File: src/rtl/seq_ab_pkg.sv
// ============================================================================
// Module   : seq_ab_pkg
// Purpose  : shared state encoding and limits for the a/b sequence driver
// Revision : 1.0
// ============================================================================
`timescale 1ns/1ps
`default_nettype none

package seq_ab_pkg;

  typedef enum logic [1:0] {
    IDLE  = 2'd0,
    ISSUE = 2'd1,
    DRAIN = 2'd2
  } seq_ab_state_t;

  localparam int DELAY_MAX = 15;

endpackage

`default_nettype wire

File: src/rtl/seq_delay_line.sv
// ============================================================================
// Module   : seq_delay_line
// Purpose  : DEPTH-stage shift register; any_set covers every stage but the last
// Revision : 1.0
// ============================================================================
`timescale 1ns/1ps
`default_nettype none

module seq_delay_line #(
  parameter int DEPTH = 3
) (
  input  logic clk,
  input  logic rst,
  input  logic d_in,
  output logic d_out,
  output logic any_set
);

  logic [DEPTH-1:0] r_sr;

  generate
    if (DEPTH == 1) begin : g_single
      always_ff @(posedge clk or posedge rst) begin
        if (rst) r_sr <= '0;
        else     r_sr <= d_in;
      end
      assign any_set = 1'b0;
    end else begin : g_multi
      always_ff @(posedge clk or posedge rst) begin
        if (rst) r_sr <= '0;
        else     r_sr <= {r_sr[DEPTH-2:0], d_in};
      end
      // The last stage is the one currently firing, so it no longer counts as pending.
      assign any_set = |r_sr[DEPTH-2:0];
    end
  endgenerate

  assign d_out = r_sr[DEPTH-1];

endmodule

`default_nettype wire

File: src/rtl/seq_ab_driver.sv
// ============================================================================
// Module   : seq_ab_driver
// Purpose  : a/b sequence transmitter; one `a` per accepted request, `b` DELAY cycles later
// Revision : 1.0
// ============================================================================
`timescale 1ns/1ps
`default_nettype none

module seq_ab_driver
  import seq_ab_pkg::*;
#(
  parameter int DELAY   = 3,
  parameter int MIN_GAP = 1,
  parameter int CNT_W   = 4
) (
  input  logic             clk,
  input  logic             rst,
  input  logic             req_valid,
  output logic             req_ready,
  input  logic             abort,
  output logic             a,
  output logic             b,
  output logic [CNT_W-1:0] pending,
  output logic             inflight,
  output logic             busy
);

  localparam int GAP_W = (MIN_GAP > 1) ? $clog2(MIN_GAP) : 1;
  localparam logic [CNT_W-1:0] c_pend_max = '1;
  localparam logic [GAP_W-1:0] c_gap_load = GAP_W'(MIN_GAP - 1);

  generate
    if (DELAY < 1 || DELAY > DELAY_MAX || MIN_GAP < 1) begin : g_bad_param
      $error("seq_ab_driver: DELAY must be 1..%0d and MIN_GAP >= 1", DELAY_MAX);
    end
  endgenerate

  seq_ab_state_t    r_state, w_state_nxt;
  logic [CNT_W-1:0] r_pending, w_pending_nxt;
  logic [GAP_W-1:0] r_gap;
  logic             r_a;
  logic             w_accept, w_issue, w_inflight, w_dl_any;

  assign req_ready = (r_pending != c_pend_max);
  // abort swallows both a same-cycle accept and a same-cycle issue.
  assign w_accept  = req_valid && req_ready && !abort;
  assign w_issue   = (r_state == ISSUE) && (r_gap == '0) && (r_pending != '0) && !abort;

  always_comb begin
    w_pending_nxt = r_pending;
    if (abort)                     w_pending_nxt = '0;
    else if (w_accept && !w_issue) w_pending_nxt = r_pending + 1'b1;
    else if (!w_accept && w_issue) w_pending_nxt = r_pending - 1'b1;
  end

  always_comb begin
    w_state_nxt = r_state;
    case (r_state)
      IDLE:    if (r_pending != '0) w_state_nxt = ISSUE;
      ISSUE:   if (w_pending_nxt == '0) w_state_nxt = (w_issue || w_inflight) ? DRAIN : IDLE;
      DRAIN: begin
        if (r_pending != '0)  w_state_nxt = ISSUE;
        else if (!w_inflight) w_state_nxt = IDLE;
      end
      default: w_state_nxt = IDLE;
    endcase
    if (abort) w_state_nxt = w_inflight ? DRAIN : IDLE;
  end

  always_ff @(posedge clk or posedge rst) begin
    if (rst) begin
      r_state   <= IDLE;
      r_pending <= '0;
      r_gap     <= '0;
      r_a       <= 1'b0;
    end else begin
      r_state   <= w_state_nxt;
      r_pending <= w_pending_nxt;
      r_a       <= w_issue;
      if (w_issue)            r_gap <= c_gap_load;
      else if (r_gap != '0)   r_gap <= r_gap - 1'b1;
    end
  end

  seq_delay_line #(
    .DEPTH(DELAY)
  ) u_delay_line (
    .clk    (clk),
    .rst    (rst),
    .d_in   (r_a),
    .d_out  (b),
    .any_set(w_dl_any)
  );

  assign w_inflight = w_dl_any || r_a;
  assign a          = r_a;
  assign pending    = r_pending;
  assign inflight   = w_inflight;
  assign busy       = (r_pending != '0) || w_inflight;

endmodule

`default_nettype wire

File: config.mk
export PLATFORM = sky130hd
export DESIGN_NAME = seq_ab_driver
export DESIGN_NICKNAME = d
export VERILOG_FILES = /design/src/rtl/seq_ab_pkg.sv /design/src/rtl/seq_delay_line.sv /design/src/rtl/seq_ab_driver.sv
export SDC_FILE = /design/constraint.sdc
export NUM_CORES = 1
export LEC_CHECK = 0
export CAP_MARGIN = 20
export CORE_MARGIN = 3
export CORE_UTILIZATION = 25
export CTS_CLUSTER_SIZE = 10
export DETAILED_ROUTE_END_ITERATION = 16
export PLACE_DENSITY = 0.54
export SLEW_MARGIN = 20
export SYNTH_ARGS = -nofsm -noshare
export SYNTH_HDL_FRONTEND = slang
export SYNTH_SLANG_ARGS = --single-unit
export TNS_END_PERCENT = 100
File: constraint.sdc
create_clock -name clk -period 3.76 [get_ports clk]
set_input_delay 0.376 -clock clk [delete_from_list [all_inputs] [get_ports clk]]
set_output_delay 0.376 -clock clk [all_outputs]
set_load 0.1 [all_outputs]
==> report_table.html, run 1 <==
<table>
<tr><th>Metric</th><th>Value</th></tr>
<tr><th colspan="2">Run status</th></tr>
<tr><td>Status</td><td>complete, no violations</td></tr>
<tr><th colspan="2">Yosys</th></tr>
<tr><td>Flip-flop and latch count after synthesis</td><td>10</td></tr>
<tr><td>Warnings, synthesis</td><td>0</td></tr>
<tr><td>Post-Synthesis Cell Area</td><td>606 um^2</td></tr>
<tr><td>Number of library cell types mapped by synthesis</td><td>33</td></tr>
<tr><td>Predominant post-synthesis flop cell</td><td>sky130_fd_sc_hd__dfrtp_1</td></tr>
<tr><td>Count of flip-flops with a built-in enable after synthesis</td><td>0</td></tr>
<tr><td>Async set-reset flop share out of synthesis</td><td>1.00</td></tr>
<tr><td>Post-synthesis cell count</td><td>63</td></tr>
<tr><td>Synthesized netlist net count</td><td>69</td></tr>
<tr><td>Portion of the post-synthesis area used by sequential elements</td><td>0.413</td></tr>
<tr><td>Post-Synthesis Mean Instance Area</td><td>9.61 um^2</td></tr>
<tr><th colspan="2">Clock network</th></tr>
<tr><td>H-tree levels</td><td>1</td></tr>
<tr><td>Library cell used as clock root buffer</td><td>sky130_fd_sc_hd__clkbuf_4</td></tr>
<tr><td>Clock insertion delay at the later pin of the skew report</td><td>0.27 ns</td></tr>
<tr><td>Clock Path Buffers</td><td>2</td></tr>
<tr><td>Hold-fix buffers, CTS</td><td>0</td></tr>
<tr><td>Clock transition at the registers of the reported paths</td><td>0.06 ns</td></tr>
<tr><td>Post-CTS setup buffer count</td><td>0</td></tr>
<tr><td>Num Clock Sinks</td><td>10</td></tr>
<tr><td>Resize count post-CTS</td><td>0</td></tr>
<tr><td>CTS tree</td><td>yes</td></tr>
<tr><td>Number of buffers created by CTS</td><td>3</td></tr>
<tr><th colspan="2">Min path</th></tr>
<tr><td>Hold/Removal Path Class</td><td>reg -&gt; reg</td></tr>
<tr><th colspan="2">Run</th></tr>
<tr><td>Max_cap viols</td><td>0</td></tr>
<tr><th colspan="2">Drt</th></tr>
<tr><td>Sum of routed wire segments on met1</td><td>556 um</td></tr>
<tr><td>Met3 routed wirelength</td><td>65 um</td></tr>
<tr><td>Detailed-routed wire length on met2</td><td>624 um</td></tr>
<tr><td>Number of iterations in the first detailed-routing pass</td><td>4</td></tr>
<tr><td>Number of routed nets with antenna violations</td><td>0</td></tr>
<tr><td>Initial DRC Count</td><td>19</td></tr>
<tr><td>Average wire per standard cell</td><td>12.2 um</td></tr>
<tr><td>Vias post-DR</td><td>498</td></tr>
<tr><td># DRC</td><td>0</td></tr>
<tr><td>Routed via count divided by cell count</td><td>4.79</td></tr>
<tr><td>Total length of routed wires</td><td>1.27 mm</td></tr>
<tr><td>Highest routed layer</td><td>met4</td></tr>
<tr><th colspan="2">Die</th></tr>
<tr><td>Initial core utilization</td><td>0.269</td></tr>
<tr><td>Full die area</td><td>3050 um^2</td></tr>
<tr><td>Width of the chip</td><td>55.2 um</td></tr>
<tr><td>Standard cell core area</td><td>2250 um^2</td></tr>
<tr><td>Io pins</td><td>13</td></tr>
<tr><td>Row cnt</td><td>17</td></tr>
<tr><td>Die span in y</td><td>55.2 um</td></tr>
<tr><th colspan="2">Timing</th></tr>
<tr><td>Worst hold slack</td><td>0.375 ns</td></tr>
<tr><td>Crit path time final</td><td>2.84 ns</td></tr>
<tr><td>Slew headroom</td><td>0.354</td></tr>
<tr><td>Actual slew at the worst max-slew pin</td><td>0.966 ns</td></tr>
<tr><td>Final setup vio count</td><td>0</td></tr>
<tr><td>Unrepaired setup endpoints after global routing</td><td>no</td></tr>
<tr><td>Final Max Tran Viols</td><td>0</td></tr>
<tr><td>Setup Skew</td><td>0.00321 ns</td></tr>
<tr><td>Share of the cycle needed by the critical path after routing</td><td>0.754</td></tr>
<tr><td>Maximum operating frequency</td><td>0.353 GHz</td></tr>
<tr><td>Hold Vio Cnt, Final</td><td>0</td></tr>
<tr><td>Setup TNS</td><td>0 ns</td></tr>
<tr><th colspan="2">GRT</th></tr>
<tr><td>Total congestion overflow</td><td>0</td></tr>
<tr><td>Wire length of the first global-routing pass</td><td>2.39 mm</td></tr>
<tr><td>Gr usage total</td><td>0.0981</td></tr>
<tr><td>Via count of the first global-routing pass</td><td>489</td></tr>
<tr><td>Number of antenna violations at the first check in global routing</td><td>0</td></tr>
<tr><td>Largest net degree at the start of global routing</td><td>13</td></tr>
<tr><th colspan="2">Power and ir drop</th></tr>
<tr><td>Static Leak</td><td>0.344 nW</td></tr>
<tr><td>IR Drop Worst-Case VDD</td><td>0.200 mV</td></tr>
<tr><td>Total power per unit cell area</td><td>415 nW/um^2</td></tr>
<tr><th colspan="2">Final layout</th></tr>
<tr><td>Post-layout net count</td><td>83</td></tr>
<tr><td>Synth-to-Final Area Change</td><td>28.5%</td></tr>
<tr><td>Layout cell share with drive strength beyond 1</td><td>0.132</td></tr>
<tr><td>Cell area after layout</td><td>778 um^2</td></tr>
<tr><td>Count of antenna diodes in the layout</td><td>0</td></tr>
<tr><th colspan="2">Worst setup path</th></tr>
<tr><td>Endpoint kind of the worst setup timing path</td><td>primary output</td></tr>
<tr><td>Data required time of the worst path</td><td>3.38 ns</td></tr>
<tr><td>Crit Path Class</td><td>reg -&gt; out</td></tr>
<tr><td>Worst-path fanout max</td><td>7</td></tr>
<tr><td>Data arrival time of the worst path</td><td>2.46 ns</td></tr>
<tr><td>Critical path startpoint category</td><td>flop</td></tr>
<tr><th colspan="2">Place</th></tr>
<tr><td>HPWL after DPL</td><td>965 um</td></tr>
<tr><td>Routability congestion estimate</td><td>0.712</td></tr>
<tr><td>Count of buffers from port buffering</td><td>12</td></tr>
<tr><td>Placed Area</td><td>742 um^2</td></tr>
</table>
==> cell usage after synthesis (all sizes together), types with 2 or more instances <==
master | instances | area share
inv | 6 | 0.037
and3 | 2 | 0.021
xnor2 | 2 | 0.029
nor2 | 6 | 0.037
a211oi | 2 | 0.025
ha | 2 | 0.041
a31oi | 2 | 0.021
o21ai | 4 | 0.039
nor2b | 2 | 0.021
clkbuf | 2 | 0.012
dfrtp | 10 | 0.41
nand2 | 4 | 0.025
==> cells in the final DEF, fill, tap and decap left out, types with 2 or more instances in the layout <==
| cell type | count |
|---|---|
| sky130_fd_sc_hd__and3_1 | 2 |
| sky130_fd_sc_hd__nor2_1 | 6 |
| sky130_fd_sc_hd__dfrtp_1 | 10 |
| sky130_fd_sc_hd__inv_1 | 5 |
| sky130_fd_sc_hd__a31oi_1 | 2 |
| sky130_fd_sc_hd__clkdlybuf4s50_1 | 12 |
| sky130_fd_sc_hd__xnor2_1 | 2 |
| sky130_fd_sc_hd__nor2b_1 | 2 |
| sky130_fd_sc_hd__ha_1 | 2 |
| sky130_fd_sc_hd__a211oi_1 | 2 |
| sky130_fd_sc_hd__nand2_1 | 4 |
| sky130_fd_sc_hd__o21ai_0 | 3 |
| sky130_fd_sc_hd__clkbuf_4 | 3 |
==> metal layers <==
metal / vias to the layer above / track usage
met2: 13 / 0.147
met4: 0 / 0.0521
met3: 2 / 0.0350
li1: 251 / -
met1: 232 / 0.122
met5: - / 0
==> metrics by stage <==
stage | total power, W | worst slack (ns) | instances | utilization
floorplan | 0.000205 | 0.0362 | 63 | -
global placement | 0.000229 | 0.789 | 100 | 0.329
detailed placement | 0.000229 | 0.774 | 100 | 0.329
CTS | 0.000328 | 0.905 | 104 | 0.345
global route | 0.000344 | 0.781 | 104 | 0.345
finish | 0.000323 | 0.925 | 104 | 0.345
==> final cells by class <==
cell class / count / area, um^2
clock buffers: 4 / 36.3
fillers: 247 / 1480
inverters: 6 / 22.5
multi-input cells: 44 / 314
flip-flops and latches: 10 / 250
well taps: 28 / 35.0
repair buffers: 12 / 120
==> kinds of logic (layout without fill, tap and decap cells) <==
group,Yosys count,after routing,synth area share
buffers and inverters,9,22,0.0682
and+or+nand+nor,23,23,0.225
adders and majority gates,2,2,0.0413
xor gates and xnor gates,2,2,0.0289
muxes,2,2,0.0413
DFF,10,10,0.413
AOI/OAI and AO/OA,15,15,0.182
==> where the power goes <==
group	total (W)	internal, W	switching (W)
sequential	0.000121	0.000114	0.00000704
combinational	0.000106	0.0000307	0.0000750
clock	0.0000970	0.0000588	0.0000382
==> path summary, 6_finish.rpt <==
check | endpoint | depth (start not counted) | slack (ns) | startpoint
max | busy | 5 | 0.92 | pending[0]
min | u_delay_line.r_sr[1] | 0 | 0.37 | u_delay_line.r_sr[0]
max reg2reg | r_state[1] | 9 | 1.12 | pending[0]
min reg2reg | u_delay_line.r_sr[1] | 0 | 0.37 | u_delay_line.r_sr[0]
max in group asynchronous | u_delay_line.r_sr[2] | 2 | 3.10 | rst
min in group asynchronous | pending[2] | 2 | 0.38 | rst
==> flip-flops by register name, indices dropped and copies added, names as in the netlist <==
register and count:
u_delay_line.r_sr 3, pending 4, r_state 2, a 1
==> worst max-delay path, stage by stage (launching register included) <==
cell	delay, ns
sky130_fd_sc_hd__dfrtp_1	0.46
sky130_fd_sc_hd__inv_1	0.12
sky130_fd_sc_hd__ha_1	0.22
sky130_fd_sc_hd__nor3b_2	0.19
sky130_fd_sc_hd__nand2_1	0.08
sky130_fd_sc_hd__clkdlybuf4s50_1	1.12
(Power assumes the default switching activity.)
==> run 2: changes to the inputs <==
- PLACE_DENSITY: 0.54 -> 0.56
- clock period: 3.76 -> 2.45 ns (I/O delays scaled with it)
==> report_table.html, run 2 (synthesized netlist as in run 1, its figures left out) <==
<table>
<tr><th>Metric</th><th>Value</th></tr>
<tr><th colspan="2">Timing</th></tr>
<tr><td>Actual slew at the worst max-slew pin</td><td>0.385 ns (-0.581 ns)</td></tr>
<tr><td>Maximum operating frequency</td><td>0.445 GHz</td></tr>
<tr><td>Final setup vio count</td><td>0 (unchanged)</td></tr>
<tr><td>Hold Vio Cnt, Final</td><td>0 (unchanged)</td></tr>
<tr><td>Slew headroom</td><td>0.741 (+0.387)</td></tr>
<tr><td>Crit path time final</td><td>2.25 ns</td></tr>
<tr><td>Share of the cycle needed by the critical path after routing</td><td>0.917</td></tr>
<tr><td>Unrepaired setup endpoints after global routing</td><td>no</td></tr>
<tr><td>Setup Skew</td><td>0.000397 ns (-0.00281 ns)</td></tr>
<tr><td>Setup TNS</td><td>0 ns (unchanged)</td></tr>
<tr><td>Final Max Tran Viols</td><td>0 (unchanged)</td></tr>
<tr><td>Fin worst setup slack</td><td>0.204 ns (-0.721 ns)</td></tr>
<tr><td>Worst hold slack</td><td>0.268 ns (-0.107 ns)</td></tr>
<tr><th colspan="2">GRT</th></tr>
<tr><td>Total congestion overflow</td><td>0 (unchanged)</td></tr>
<tr><td>Largest net degree at the start of global routing</td><td>12 (-1)</td></tr>
<tr><td>Gr usage total</td><td>0.0948 (-0.00335)</td></tr>
<tr><td>Wire length of the first global-routing pass</td><td>2.33 mm (-2.6%)</td></tr>
<tr><td>Via count of the first global-routing pass</td><td>501 (+2.5%)</td></tr>
<tr><td>Number of antenna violations at the first check in global routing</td><td>0 (unchanged)</td></tr>
<tr><th colspan="2">Final layout</th></tr>
<tr><td>Commonest non-fill, non-tap cell in the layout</td><td>sky130_fd_sc_hd__buf_4</td></tr>
<tr><td>Combined flip-flop and latch cell area</td><td>265 um^2 (+6.0%)</td></tr>
<tr><td>Util after Layout</td><td>0.382 (+0.0372)</td></tr>
<tr><td>Post-layout net count</td><td>89 (+7.2%)</td></tr>
<tr><td>Count of antenna diodes in the layout</td><td>0 (unchanged)</td></tr>
<tr><td>Total area of multi-input combinational cells</td><td>374 um^2 (+19%)</td></tr>
<tr><td>Layout cell share with drive strength beyond 1</td><td>0.407 (+0.276)</td></tr>
<tr><td>Commonest cells after routing, fill and taps aside</td><td>sky130_fd_sc_hd__buf_4 (15), sky130_fd_sc_hd__nor2_1 (6), sky130_fd_sc_hd__dfrtp_1 (6), sky130_fd_sc_hd__inv_1 (5)</td></tr>
<tr><td>Max FFs per register</td><td>4 (unchanged)</td></tr>
<tr><td>Number of filler instances in the final layout</td><td>233 (-5.7%)</td></tr>
<tr><td>Synth-to-Final Area Change</td><td>42.4%</td></tr>
<tr><th colspan="2">Clock network</th></tr>
<tr><td>Clock insertion delay at the later pin of the skew report</td><td>0.25 ns (-0.02 ns)</td></tr>
<tr><td>Library cell used as clock root buffer</td><td>sky130_fd_sc_hd__clkbuf_4</td></tr>
<tr><td>Clock transition at the registers of the reported paths</td><td>0.06 ns (about the same)</td></tr>
<tr><td>H-tree levels</td><td>1 (unchanged)</td></tr>
<tr><td>CTS tree</td><td>yes</td></tr>
<tr><td>Number of buffers created by CTS</td><td>3 (unchanged)</td></tr>
<tr><td>Hold-fix buffers, CTS</td><td>0 (unchanged)</td></tr>
<tr><td>Num Clock Sinks</td><td>10 (unchanged)</td></tr>
<tr><td>Clock Path Buffers</td><td>2 (unchanged)</td></tr>
<tr><th colspan="2">Worst setup path</th></tr>
<tr><td>Worst Path Buf+Inv</td><td>3 (+1)</td></tr>
<tr><td>Crit Path Class</td><td>reg -&gt; reg</td></tr>
<tr><td>Worst-path fanout max</td><td>5 (-2)</td></tr>
<tr><td>Crit-path max cell delay</td><td>0.47 ns (-0.65 ns)</td></tr>
<tr><td>Data arrival time of the worst path</td><td>2.38 ns (-0.08 ns)</td></tr>
<tr><td>Library cell contributing the largest single delay on the critical path</td><td>sky130_fd_sc_hd__dfrtp_4</td></tr>
<tr><td>Data required time of the worst path</td><td>2.58 ns (-0.80 ns)</td></tr>
<tr><td>Cell-by-cell trace of the critical path</td><td>inv_1 -&gt; ha_1 -&gt; nor3b_2 -&gt; or2_1 -&gt; buf_4 -&gt; inv_2 -&gt; and3_1 -&gt; a2111oi_4 -&gt; nor4_4 -&gt; o2bb2ai_1</td></tr>
<tr><td>Top delay family on crit path</td><td>simple AND/OR/NAND/NOR gates</td></tr>
<tr><td>Critical path startpoint category</td><td>flop</td></tr>
<tr><td>Endpoint kind of the worst setup timing path</td><td>flop</td></tr>
<tr><th colspan="2">Power and ir drop</th></tr>
<tr><td>IR Drop Worst-Case VDD</td><td>0.224 mV (+12%)</td></tr>
<tr><td>Total power</td><td>0.000476 W (+47%)</td></tr>
<tr><td>Static Leak</td><td>0.380 nW (+10%)</td></tr>
<tr><td>Total power per unit cell area</td><td>552 nW/um^2 (+33%)</td></tr>
<tr><th colspan="2">Drt</th></tr>
<tr><td>Routed via count divided by cell count</td><td>4.73 (-1.1%)</td></tr>
<tr><td>Vias post-DR</td><td>516 (+3.6%)</td></tr>
<tr><td>Number of iterations in the first detailed-routing pass</td><td>4 (unchanged)</td></tr>
<tr><td>Total length of routed wires</td><td>1.33 mm (+4.7%)</td></tr>
<tr><td># DRC</td><td>0 (unchanged)</td></tr>
<tr><td>Initial DRC Count</td><td>4 (-15)</td></tr>
<tr><td>Number of routed nets with antenna violations</td><td>0 (unchanged)</td></tr>
<tr><td>Average wire per standard cell</td><td>12.2 um (about the same)</td></tr>
<tr><th colspan="2">Min path</th></tr>
<tr><td>Hold/Removal Path Class</td><td>in -&gt; async</td></tr>
<tr><th colspan="2">Place</th></tr>
<tr><td>Routability congestion estimate</td><td>0.768 (+7.9%)</td></tr>
<tr><td>Worst slack after detailed placement</td><td>0.0646 ns (-0.709 ns)</td></tr>
<tr><td>Count of buffers from port buffering</td><td>12 (unchanged)</td></tr>
<tr><td>HPWL after DPL</td><td>1.02 mm (+5.5%)</td></tr>
<tr><th colspan="2">Die</th></tr>
<tr><td>Io pins</td><td>13 (unchanged)</td></tr>
<tr><td>Standard cell core area</td><td>2250 um^2 (unchanged)</td></tr>
<tr><td>Full die area</td><td>3050 um^2 (unchanged)</td></tr>
<tr><td>Initial core utilization</td><td>0.269 (unchanged)</td></tr>
<tr><td>Die span in y</td><td>55.2 um (unchanged)</td></tr>
<tr><td>Row cnt</td><td>17 (unchanged)</td></tr>
<tr><td>Width of the chip</td><td>55.2 um (unchanged)</td></tr>
<tr><th colspan="2">Run status</th></tr>
<tr><td>Status</td><td>complete, no violations</td></tr>
<tr><th colspan="2">Run</th></tr>
<tr><td>Max_cap viols</td><td>0 (unchanged)</td></tr>
</table>
[run 2: cell type report]
cell class              instances  area share
clock buffers                   3      0.0261
inverters                       6      0.0261
well taps                      28      0.0406
multi-input cells              44       0.434
flip-flops and latches         10       0.308
repair buffers                 18       0.165
[run 2: repair_timing]
item / 4_1_cts / 5_1_grt
buffers inserted: 0 / 0
gates resized for setup: 0 / 2
endpoints found under the setup margin: 0 / 2
[run 2: worst register-to-register path: stages (launching register included)]
cell and delay, ns:
sky130_fd_sc_hd__dfrtp_4 0.47, sky130_fd_sc_hd__inv_1 0.11, sky130_fd_sc_hd__ha_1 0.17, sky130_fd_sc_hd__nor3b_2 0.18
sky130_fd_sc_hd__or2_1 0.16, sky130_fd_sc_hd__buf_4 0.16, sky130_fd_sc_hd__inv_2 0.06, sky130_fd_sc_hd__and3_1 0.20
sky130_fd_sc_hd__a2111oi_4 0.40, sky130_fd_sc_hd__nor4_4 0.06, sky130_fd_sc_hd__o2bb2ai_1 0.13
[run 2: through the flow]
step                area (um^2)  cells
finish                      862    109
global route                862    109
CTS                         850    109
detailed placement          827    106
global placement            827    106
floorplan                   678     63
[run 2: power breakdown]
part           switching (W)  internal, W
Combinational       0.000127    0.0000587
Sequential        0.00000772     0.000177
Clock              0.0000492    0.0000564
[run 2: per-layer routing]
| metal | up-vias | GRT usage | wire length, um |
|---|---|---|---|
| li1 | 262 | - | - |
| met1 | 242 | 0.125 | 662 |
| met2 | 12 | 0.137 | 590 |
| met3 | 0 | 0.0421 | 73 |
| met4 | 0 | 0.0313 | 0 |
| met5 | - | 0 | 0 |
[run 2: final timing paths]
kind | start | endpoint | slack (ns) | cells after the start
setup / recovery | pending[0] | r_state[1] | 0.20 | 10
hold reg to reg | u_delay_line.r_sr[1] | u_delay_line.r_sr[2] | 0.37 | 0
min in group clk | u_delay_line.r_sr[1] | u_delay_line.r_sr[2] | 0.37 | 0
setup reg to reg | pending[0] | r_state[1] | 0.20 | 10
max in group asynchronous | rst | pending[3] | 1.88 | 2
hold / removal | rst | u_delay_line.r_sr[2] | 0.27 | 2
==> run 3: changes to the inputs <==
- CORE_MARGIN: 3 -> 2
==> report_table.html, run 3 (synthesized netlist as in run 1, its figures left out) <==
<table>
<tr><th>Metric</th><th>Value</th></tr>
<tr><th colspan="2">Run status</th></tr>
<tr><td>Status</td><td>complete, no violations</td></tr>
<tr><th colspan="2">Timing</th></tr>
<tr><td>Share of the cycle needed by the critical path after routing</td><td>0.946 (+0.0294)</td></tr>
<tr><td>Slew headroom</td><td>0.751 (+0.0100)</td></tr>
<tr><td>Maximum operating frequency</td><td>0.431 GHz (-3.1%)</td></tr>
<tr><td>Actual slew at the worst max-slew pin</td><td>0.370 ns (-0.0149 ns)</td></tr>
<tr><td>Hold Vio Cnt, Final</td><td>0 (unchanged)</td></tr>
<tr><td>Fin worst setup slack</td><td>0.132 ns (-0.0721 ns)</td></tr>
<tr><td>Setup Skew</td><td>0.00545 ns (+0.00505 ns)</td></tr>
<tr><td>Final setup vio count</td><td>0 (unchanged)</td></tr>
<tr><td>Crit path time final</td><td>2.32 ns (+0.0721 ns)</td></tr>
<tr><td>Final Max Tran Viols</td><td>0 (unchanged)</td></tr>
<tr><th colspan="2">GRT</th></tr>
<tr><td>Layer carrying the most global-route usage</td><td>met1</td></tr>
<tr><td>Via count of the first global-routing pass</td><td>450 (-10%)</td></tr>
<tr><td>Gr usage total</td><td>0.105 (+0.00998)</td></tr>
<tr><td>Wire length of the first global-routing pass</td><td>2.13 mm (-8.3%)</td></tr>
<tr><td>Total congestion overflow</td><td>0 (unchanged)</td></tr>
<tr><td>Grt met3 use</td><td>0.0424 (+0.000317)</td></tr>
<tr><td>Number of antenna violations at the first check in global routing</td><td>0 (unchanged)</td></tr>
<tr><td>Largest net degree at the start of global routing</td><td>12 (unchanged)</td></tr>
<tr><td>Met1 Resource Use GR</td><td>0.159 (+0.0332)</td></tr>
<tr><td>GR met2 Demand/Resource</td><td>0.140 (+0.00309)</td></tr>
<tr><th colspan="2">Final layout</th></tr>
<tr><td>Count of antenna diodes in the layout</td><td>0 (unchanged)</td></tr>
<tr><td>Number of filler instances in the final layout</td><td>240 (+3.0%)</td></tr>
<tr><td>Combined flip-flop and latch cell area</td><td>265 um^2 (unchanged)</td></tr>
<tr><td>Post-layout net count</td><td>93 (+4.5%)</td></tr>
<tr><td>Max FFs per register</td><td>4 (unchanged)</td></tr>
<tr><td>Commonest non-fill, non-tap cell in the layout</td><td>sky130_fd_sc_hd__buf_4</td></tr>
<tr><td>Layout cell share with drive strength beyond 1</td><td>0.442 (+0.0345)</td></tr>
<tr><td>Total area of multi-input combinational cells</td><td>364 um^2 (-2.7%)</td></tr>
<tr><td>Commonest cells after routing, fill and taps aside</td><td>sky130_fd_sc_hd__buf_4 (19), sky130_fd_sc_hd__nor2_1 (6), sky130_fd_sc_hd__dfrtp_1 (6), sky130_fd_sc_hd__inv_1 (5)</td></tr>
<tr><td>Post-layout instance count excluding filler cells</td><td>114 (+4.6%)</td></tr>
<tr><td>Synth-to-Final Area Change</td><td>46.3%</td></tr>
<tr><th colspan="2">Power and ir drop</th></tr>
<tr><td>Internal power summed over all cells</td><td>0.000303 W (+3.8%)</td></tr>
<tr><td>Static Leak</td><td>0.402 nW (+5.8%)</td></tr>
<tr><td>Switching Power</td><td>0.000182 W (-0.67%)</td></tr>
<tr><td>Total power</td><td>0.000485 W (+2.1%)</td></tr>
<tr><td>Sequential share of power</td><td>0.379 (-0.009)</td></tr>
<tr><td>Clock share of power</td><td>0.228 (+0.006)</td></tr>
<tr><td>IR Drop Worst-Case VDD</td><td>0.287 mV (+28%)</td></tr>
<tr><td>Switching fraction of total power</td><td>0.376 (-0.0104)</td></tr>
<tr><td>Total power per unit cell area</td><td>548 nW/um^2 (-0.65%)</td></tr>
<tr><td>Combinational share of power</td><td>0.393 (+0.003)</td></tr>
<tr><th colspan="2">Drt</th></tr>
<tr><td>Number of iterations in the first detailed-routing pass</td><td>4 (unchanged)</td></tr>
<tr><td>Total length of routed wires</td><td>1.27 mm (-4.5%)</td></tr>
<tr><td>Number of routed nets with antenna violations</td><td>0 (unchanged)</td></tr>
<tr><td>Average wire per standard cell</td><td>11.1 um (-8.7%)</td></tr>
<tr><td># DRC</td><td>0 (unchanged)</td></tr>
<tr><td>Initial DRC Count</td><td>12 (+8)</td></tr>
<tr><td>Vias post-DR</td><td>531 (+2.9%)</td></tr>
<tr><td>Routed via count divided by cell count</td><td>4.66 (-1.6%)</td></tr>
<tr><th colspan="2">Worst setup path</th></tr>
<tr><td>Critical path startpoint category</td><td>flop</td></tr>
<tr><td>Endpoint kind of the worst setup timing path</td><td>flop</td></tr>
<tr><td>Worst-path fanout max</td><td>5 (unchanged)</td></tr>
<tr><td>Crit Path Class</td><td>reg -&gt; reg</td></tr>
<tr><td>Data required time of the worst path</td><td>2.58 ns (about the same)</td></tr>
<tr><td>Data arrival time of the worst path</td><td>2.45 ns (+0.07 ns)</td></tr>
<tr><th colspan="2">Die</th></tr>
<tr><td>Die span in y</td><td>53.2 um (-3.6%)</td></tr>
<tr><td>Initial core utilization</td><td>0.269 (unchanged)</td></tr>
<tr><td>Io pins</td><td>13 (unchanged)</td></tr>
<tr><td>Standard cell core area</td><td>2250 um^2 (unchanged)</td></tr>
<tr><td>Full die area</td><td>2830 um^2 (-7.1%)</td></tr>
<tr><td>Row cnt</td><td>17 (unchanged)</td></tr>
<tr><td>Width of the chip</td><td>53.2 um (-3.6%)</td></tr>
<tr><th colspan="2">Place</th></tr>
<tr><td>HPWL after DPL</td><td>1.01 mm (-0.46%)</td></tr>
<tr><td>Post-Place Cells</td><td>110 (+3.8%)</td></tr>
<tr><td>Routability congestion estimate</td><td>0.754 (-1.9%)</td></tr>
<tr><td>Worst slack after detailed placement</td><td>0.0125 ns (-0.0521 ns)</td></tr>
<tr><td>Count of buffers from port buffering</td><td>12 (unchanged)</td></tr>
<tr><th colspan="2">Run</th></tr>
<tr><td>Max_cap viols</td><td>0 (unchanged)</td></tr>
<tr><th colspan="2">Clock network</th></tr>
<tr><td>Number of buffers created by CTS</td><td>3 (unchanged)</td></tr>
<tr><td>H-tree levels</td><td>1 (unchanged)</td></tr>
<tr><td>Clock Path Buffers</td><td>2 (unchanged)</td></tr>
<tr><td>Clock transition at the registers of the reported paths</td><td>0.06 ns (about the same)</td></tr>
<tr><td>CTS tree</td><td>yes</td></tr>
<tr><td>Library cell used as clock root buffer</td><td>sky130_fd_sc_hd__clkbuf_4</td></tr>
<tr><td>Num Clock Sinks</td><td>10 (unchanged)</td></tr>
<tr><td>Clock insertion delay at the later pin of the skew report</td><td>0.26 ns (about the same)</td></tr>
<tr><th colspan="2">Min path</th></tr>
<tr><td>Hold/Removal Path Class</td><td>in -&gt; async</td></tr>
</table>
[run 3: power groups by stage]
stage	clock network, W	logic (W)	registers [W]
4_1_cts	0.000118	0.000191	0.000184
3_5_place_dp	0	0.000190	0.000187
6_report	0.000111	0.000191	0.000184
2_1_floorplan	0	0.000105	0.000222
5_1_grt	0.000124	0.000206	0.000186
3_3_place_gp	0	0.000189	0.000187
[run 3: cell type report]
class	instances	share of cell area
repair buffers	22	0.195
well taps	28	0.0395
inverters	6	0.0254
multi-input cells	44	0.411
clock buffers	4	0.0297
flip-flops and latches	10	0.299
[run 3: what timing repair did]
action | CTS | global route
endpoints found under the setup margin | 1 | 2
gates cloned | 0 | 0
hold endpoints to repair | 0 | 0
buffers inserted | 0 | 0
hold buffers | 0 | 0
gates resized for setup | 1 | 1
[run 3: path summary, 6_finish.rpt]
| check | start | to | slack [ns] | depth (start not counted) |
|---|---|---|---|---|
| worst max-delay path | pending[1] | r_state[1] | 0.13 | 11 |
| worst min-delay path | rst | a | 0.26 | 2 |
| worst max register to register | pending[1] | r_state[1] | 0.13 | 11 |
| worst min register to register | u_delay_line.r_sr[0] | u_delay_line.r_sr[1] | 0.38 | 0 |
| max in group asynchronous | rst | pending[2] | 1.90 | 2 |
| min in group clk | u_delay_line.r_sr[0] | u_delay_line.r_sr[1] | 0.38 | 0 |
[run 3: routing by layer]
layer | vias to the layer above | routed length [um]
met5 | - | 0
met4 | 0 | 0
met3 | 0 | 69
met2 | 9 | 595
met1 | 249 | 601
li1 | 273 | -
[run 3: per-stage QoR]
| step | TNS, ns | cell area, um^2 | hold WS, ns | utilization |
|---|---|---|---|---|
| floorplan | -0.0483 | 678 | 0.0853 | - |
| global placement | -0.00454 | 857 | 0.362 | 0.380 |
| detailed placement | 0 | 857 | 0.364 | 0.380 |
| CTS | 0 | 883 | 0.267 | 0.392 |
| global route | -0.0151 | 886 | 0.283 | 0.393 |
| finish | 0 | 886 | 0.257 | 0.393 |
[run 3: worst max-delay path: stages, from the launching register on]
cell                        delay, ns
sky130_fd_sc_hd__dfrtp_4         0.47
sky130_fd_sc_hd__inv_1           0.09
sky130_fd_sc_hd__ha_1            0.17
sky130_fd_sc_hd__nor3b_2         0.21
sky130_fd_sc_hd__or2_4           0.18
sky130_fd_sc_hd__buf_4           0.13
sky130_fd_sc_hd__inv_2           0.06
sky130_fd_sc_hd__and3_1          0.18
sky130_fd_sc_hd__a2111oi_2       0.36
sky130_fd_sc_hd__buf_4           0.18
sky130_fd_sc_hd__nor4_4          0.04
sky130_fd_sc_hd__o2bb2ai_1       0.12
==> variant 1: new RTL, config.mk and constraints of run 2 <==
`r_pending` no longer has a reset.
--- a/src/rtl/seq_ab_driver.sv
+++ b/src/rtl/seq_ab_driver.sv
@@ -72,3 +72,2 @@
       r_state   <= IDLE;
-      r_pending <= '0;
       r_gap     <= '0;
@@ -77,3 +76,2 @@
       r_state   <= w_state_nxt;
-      r_pending <= w_pending_nxt;
       r_a       <= w_issue;
@@ -82,2 +80,6 @@
     end
+  end
+
+  always_ff @(posedge clk) begin
+    r_pending <= w_pending_nxt;
   end
Behaviour: not the same (a bounded check fails within 4 cycles, from zero or initial values and one cycle with rst high).
==> variant 1 against run 2 <==
  * Global-route usage rose by 1.4 points
  * Sequential share of layout area fell by 3.9 points
  * Sequential cell count did not move
  * Wire length rose by 23%
  * Design area rose by 1.5%
  * Count of clock-buffer cells in the layout rose by 1
  * Area after synthesis rose by 16%
  * Hold slack got worse by 0.083 ns
  * Core utilization fell by 4.2 points
  * Setup slack improved by 0.062 ns
  * Critical path type unchanged
  * Largest cell class unchanged
Power is not compared: it rests on default switching activity, and its combinational part moved more than twofold at a synthesized area within 25%.
==> variant 1: results (changes against run 2) <==
[clock_tree]
clk_path_buf_depth=2  ; unchanged
insertion_delay_ns=0.27  ; +0.02 ns
postCtsSetupBuffers=0  ; unchanged
root_buffer=clkbuf_4
htree_num_levels=1  ; unchanged
cts_buffers=3  ; unchanged
cts-resized-gates=0  ; unchanged

[yosys]
synthTopCellsByArea=dfrtp_1, dfxtp_1, nor2_1
ys_types=38  ; +15%
synthArstFlopShare_pct=60.0  ; -40 points
synth_common_cells=nor2_1, dfrtp_1, inv_1, nand2_1
ys_seq_area_share_pct=32.9  ; -8.5 points
synthesis.nets=86  ; +25%
synth_warnings=0  ; unchanged

[drt]
topRoutingLayerUsed=met4
wirelength_um=1630  ; +23%
vias=657  ; +27%
wl_met3_um=90  ; +23%
firstDrtPassIters=4  ; unchanged
dr_wl_met2_um=800  ; +36%
drt-initial-drc-count=12  ; +8
wl_met1_um=700  ; +5.7%

[critical_path]
cp_slowest_cell=a2111oi_1
path_max_fanout=8  ; +3
crit_family=compound AO/OA/AOI/OAI gates
r2r_cells=7  ; -3
r2r_setup_slack_ns=0.27  ; +0.06 ns
slowest_delay_ns=0.46
cp.arrival_ns=2.32  ; -0.06 ns
timing.rr.start=pending[1]$_DFF_P_
path_class=reg -> reg
crit_path_end=r_state[0]$_DFFE_PP0P_

[grt]
grt_max_degree=10  ; -2
grt_pass1_wl_um=2910  ; +25%
use_met2_pct=16.2  ; +2.6 points
met1_usage_pct=13.8  ; +1.2 points
use_met3_pct=3.29  ; -0.92 points
grt_pass1_vias=653  ; +30%
track_usage_pct=10.9  ; +1.4 points

[final_layout]
drive_above_1_share_pct=26.3  ; -14 points
antennaDiodeCount=0  ; unchanged
fin_nets=102  ; +15%
largest_reg_flops=4  ; unchanged

[placement]
post-place-ws_ns=0.171  ; +0.106 ns
gp_congestion=0.788  ; +2.5%
dpl.hpwl_um=1280  ; +25%
io_buffers=12  ; unchanged

[sta]
timing.hold.ws_ns=0.184  ; -0.0834 ns
max_freq_ghz=0.458  ; +2.8%
slew_headroom_pct=62.0  ; -12 points
skew_ns=0.00821  ; +0.00782 ns
setup_viol=0  ; unchanged

[pwr]
netSwitchingFraction_pct=51.0
max-vdd-ir-drop_mv=0.531
pwr_density_cell_nw_per_um2=928
seqPwrFrac_pct=27.7
power_leakage_nw=0.370

[hold_path]
hp-class=in -> async

[status]
run_status=finished, final reports clean

variant 1: cell families (layout without fill, tap and decap cells):
| logic type | count (synthesis) | after routing | synth area share, % |
|---|---|---|---|
| and+or+nand+nor | 37 | 37 | 29.6 |
| xor gates and xnor gates | 1 | 1 | 1.25 |
| AOI/OAI and AO/OA | 20 | 20 | 26.1 |
| buffers and inverters | 10 | 25 | 6.61 |
| adders and majority gates | 2 | 2 | 3.57 |
| DFF | 10 | 10 | 32.9 |
variant 1: through the flow:
| stage | cells | instance area [sq um] |
|---|---|---|
| 2_1_floorplan | 80 | 708 |
| 3_3_place_gp | 121 | 838 |
| 3_5_place_dp | 121 | 838 |
| 4_1_cts | 125 | 875 |
| 5_1_grt | 125 | 875 |
| 6_report | 125 | 875 |
variant 1: final cells by class:
cell class                      count  area [sq um]
Inverter                            7          28.8
Fill cell                         280          1690
Tap cell                           30          37.5
Timing Repair Buffer               14           113
Multi-Input combinational cell     60           424
Sequential cell                    10           235
Clock buffer                        4          36.3
==> variant 2: new RTL, flow settings as in run 2 <==
Without the edit above. Set the parameter `CNT_W` to 6 (it was 4).
--- a/src/rtl/seq_ab_driver.sv
+++ b/src/rtl/seq_ab_driver.sv
@@ -13,3 +13,3 @@
   parameter int MIN_GAP = 1,
-  parameter int CNT_W   = 4
+  parameter int CNT_W   = 6
 ) (
Interface: changed (resized pending); port bits go from 13 to 15. The function was not compared with the original's and may differ.
==> variant 2 against run 2 <==
  * Sequential share of layout area fell by 4.4 points
  * Global-route usage rose by 0.89 points
  * Sequential cell count rose by 2
  * Clock power rose by 43%
  * Power rose by 43%
  * Area after synthesis rose by 30%
  * Setup slack got worse by 0.13 ns
  * Via count rose by 46%
  * Core utilization rose by 3.2 points
  * Wire length rose by 56%
  * Design area rose by 38%
  * Die area rose by 27%
  * Critical endpoint is now r_state[0]$_DFFE_PP0P_
  * Highest routed layer is now met4
==> variant 2: results (changes against run 2) <==
[placement]
dpl.hpwl_um=1480  ; +45%
io_buffers=14  ; +2
gp_congestion=0.795  ; +3.5%
dpl.cell_count=141  ; +33%

[sta]
timing.hold.ws_ns=0.269  ; +0.000751 ns
skew_ns=0.000709  ; +0.000313 ns

[drt]
topRoutingLayerUsed=met4
vias=752  ; +46%
drt-initial-drc-count=45  ; +41
dr_wl_met2_um=985  ; +67%
wl_met3_um=110  ; +51%

[final_layout]
drive_above_1_share_pct=53.1  ; +12 points
largest_reg_flops=6  ; +2
area_delta_synth_final_pct=50.9

[critical_path]
path_max_fanout=3  ; -2
r2r_setup_slack_ns=0.07  ; -0.13 ns
slowest_delay_ns=0.50  ; +0.03 ns
crit_family=compound AO/OA/AOI/OAI gates

[yosys]
synthesis.nets=86  ; +25%
ys_seq_area_share_pct=38.0  ; -3.3 points
synth_top_area_share_pct=38.0  ; -3.3 points
synthTopCellsByArea=dfrtp_1, ha_1, nor3b_2
ys_types=41  ; +24%

[grt]
grt_pass1_vias=677  ; +35%
use_met2_pct=16.1  ; +2.4 points
track_usage_pct=10.4  ; +0.89 points
grt_max_degree=13  ; +1
met1_usage_pct=13.1  ; +0.56 points
use_met3_pct=3.60  ; -0.60 points

[status]
run_status=finished, final reports clean

[pwr]
power_leakage_nw=0.523  ; +38%
max-vdd-ir-drop_mv=0.386  ; +72%

## variant 2: cell count changes after synthesis, moves of 2 or more
| cell | delta |
|---|---|
| xor2_1 | +2 |
| nor3_1 | +3 |
| or2_2 | +2 |
| or3_1 | +3 |
| dfrtp_1 | +2 |
| nand3_1 | +3 |
| nor2_1 | -3 |
| nand2b_1 | +2 |
| clkbuf_1 | -2 |
## variant 2: cells by family after synthesis
logic type / share of synthesized area (%)
AOI/OAI and AO/OA: 19.8
and+or+nand+nor: 31.2
buffers and inverters: 4.44
DFF: 38.0
adders and majority gates: 3.17
xor gates and xnor gates: 3.33
## variant 2: layout make-up
type                       count  area share [%]
clock buffer                   4            3.05
inverter                       5            2.21
sequential                    12            26.4
tap                           42            4.41
multi-input combinational     61            42.4
timing repair buffer          31            21.5
## variant 2: worst paths after layout
kind                       cells past startpoint                        endpoint                      startpoint
hold / removal                                 2  u_delay_line.r_sr[2]$_DFF_PP0_                             rst
setup / recovery                               8          r_state[0]$_DFFE_PP0P_            pending[0]$_DFF_PP0_
max in group asynchronous                      2            pending[1]$_DFF_PP0_                             rst
min in group clk                               0  u_delay_line.r_sr[1]$_DFF_PP0_  u_delay_line.r_sr[0]$_DFF_PP0_
hold reg to reg                                0  u_delay_line.r_sr[1]$_DFF_PP0_  u_delay_line.r_sr[0]$_DFF_PP0_
setup reg to reg                               8          r_state[0]$_DFFE_PP0P_            pending[0]$_DFF_PP0_
## variant 2: power by group
part	internal (mW)	switching (mW)
combinational	0.114	0.187
clock	0.0903	0.0615
sequential	0.213	0.0142
## variant 2: what timing repair did
item | CTS | global route
setup buffers | 2 | 8
pin swaps | 2 | 7
gates resized for setup | 1 | 10
endpoints found under the setup margin | 2 | 2
hold buffers | 0 | 0
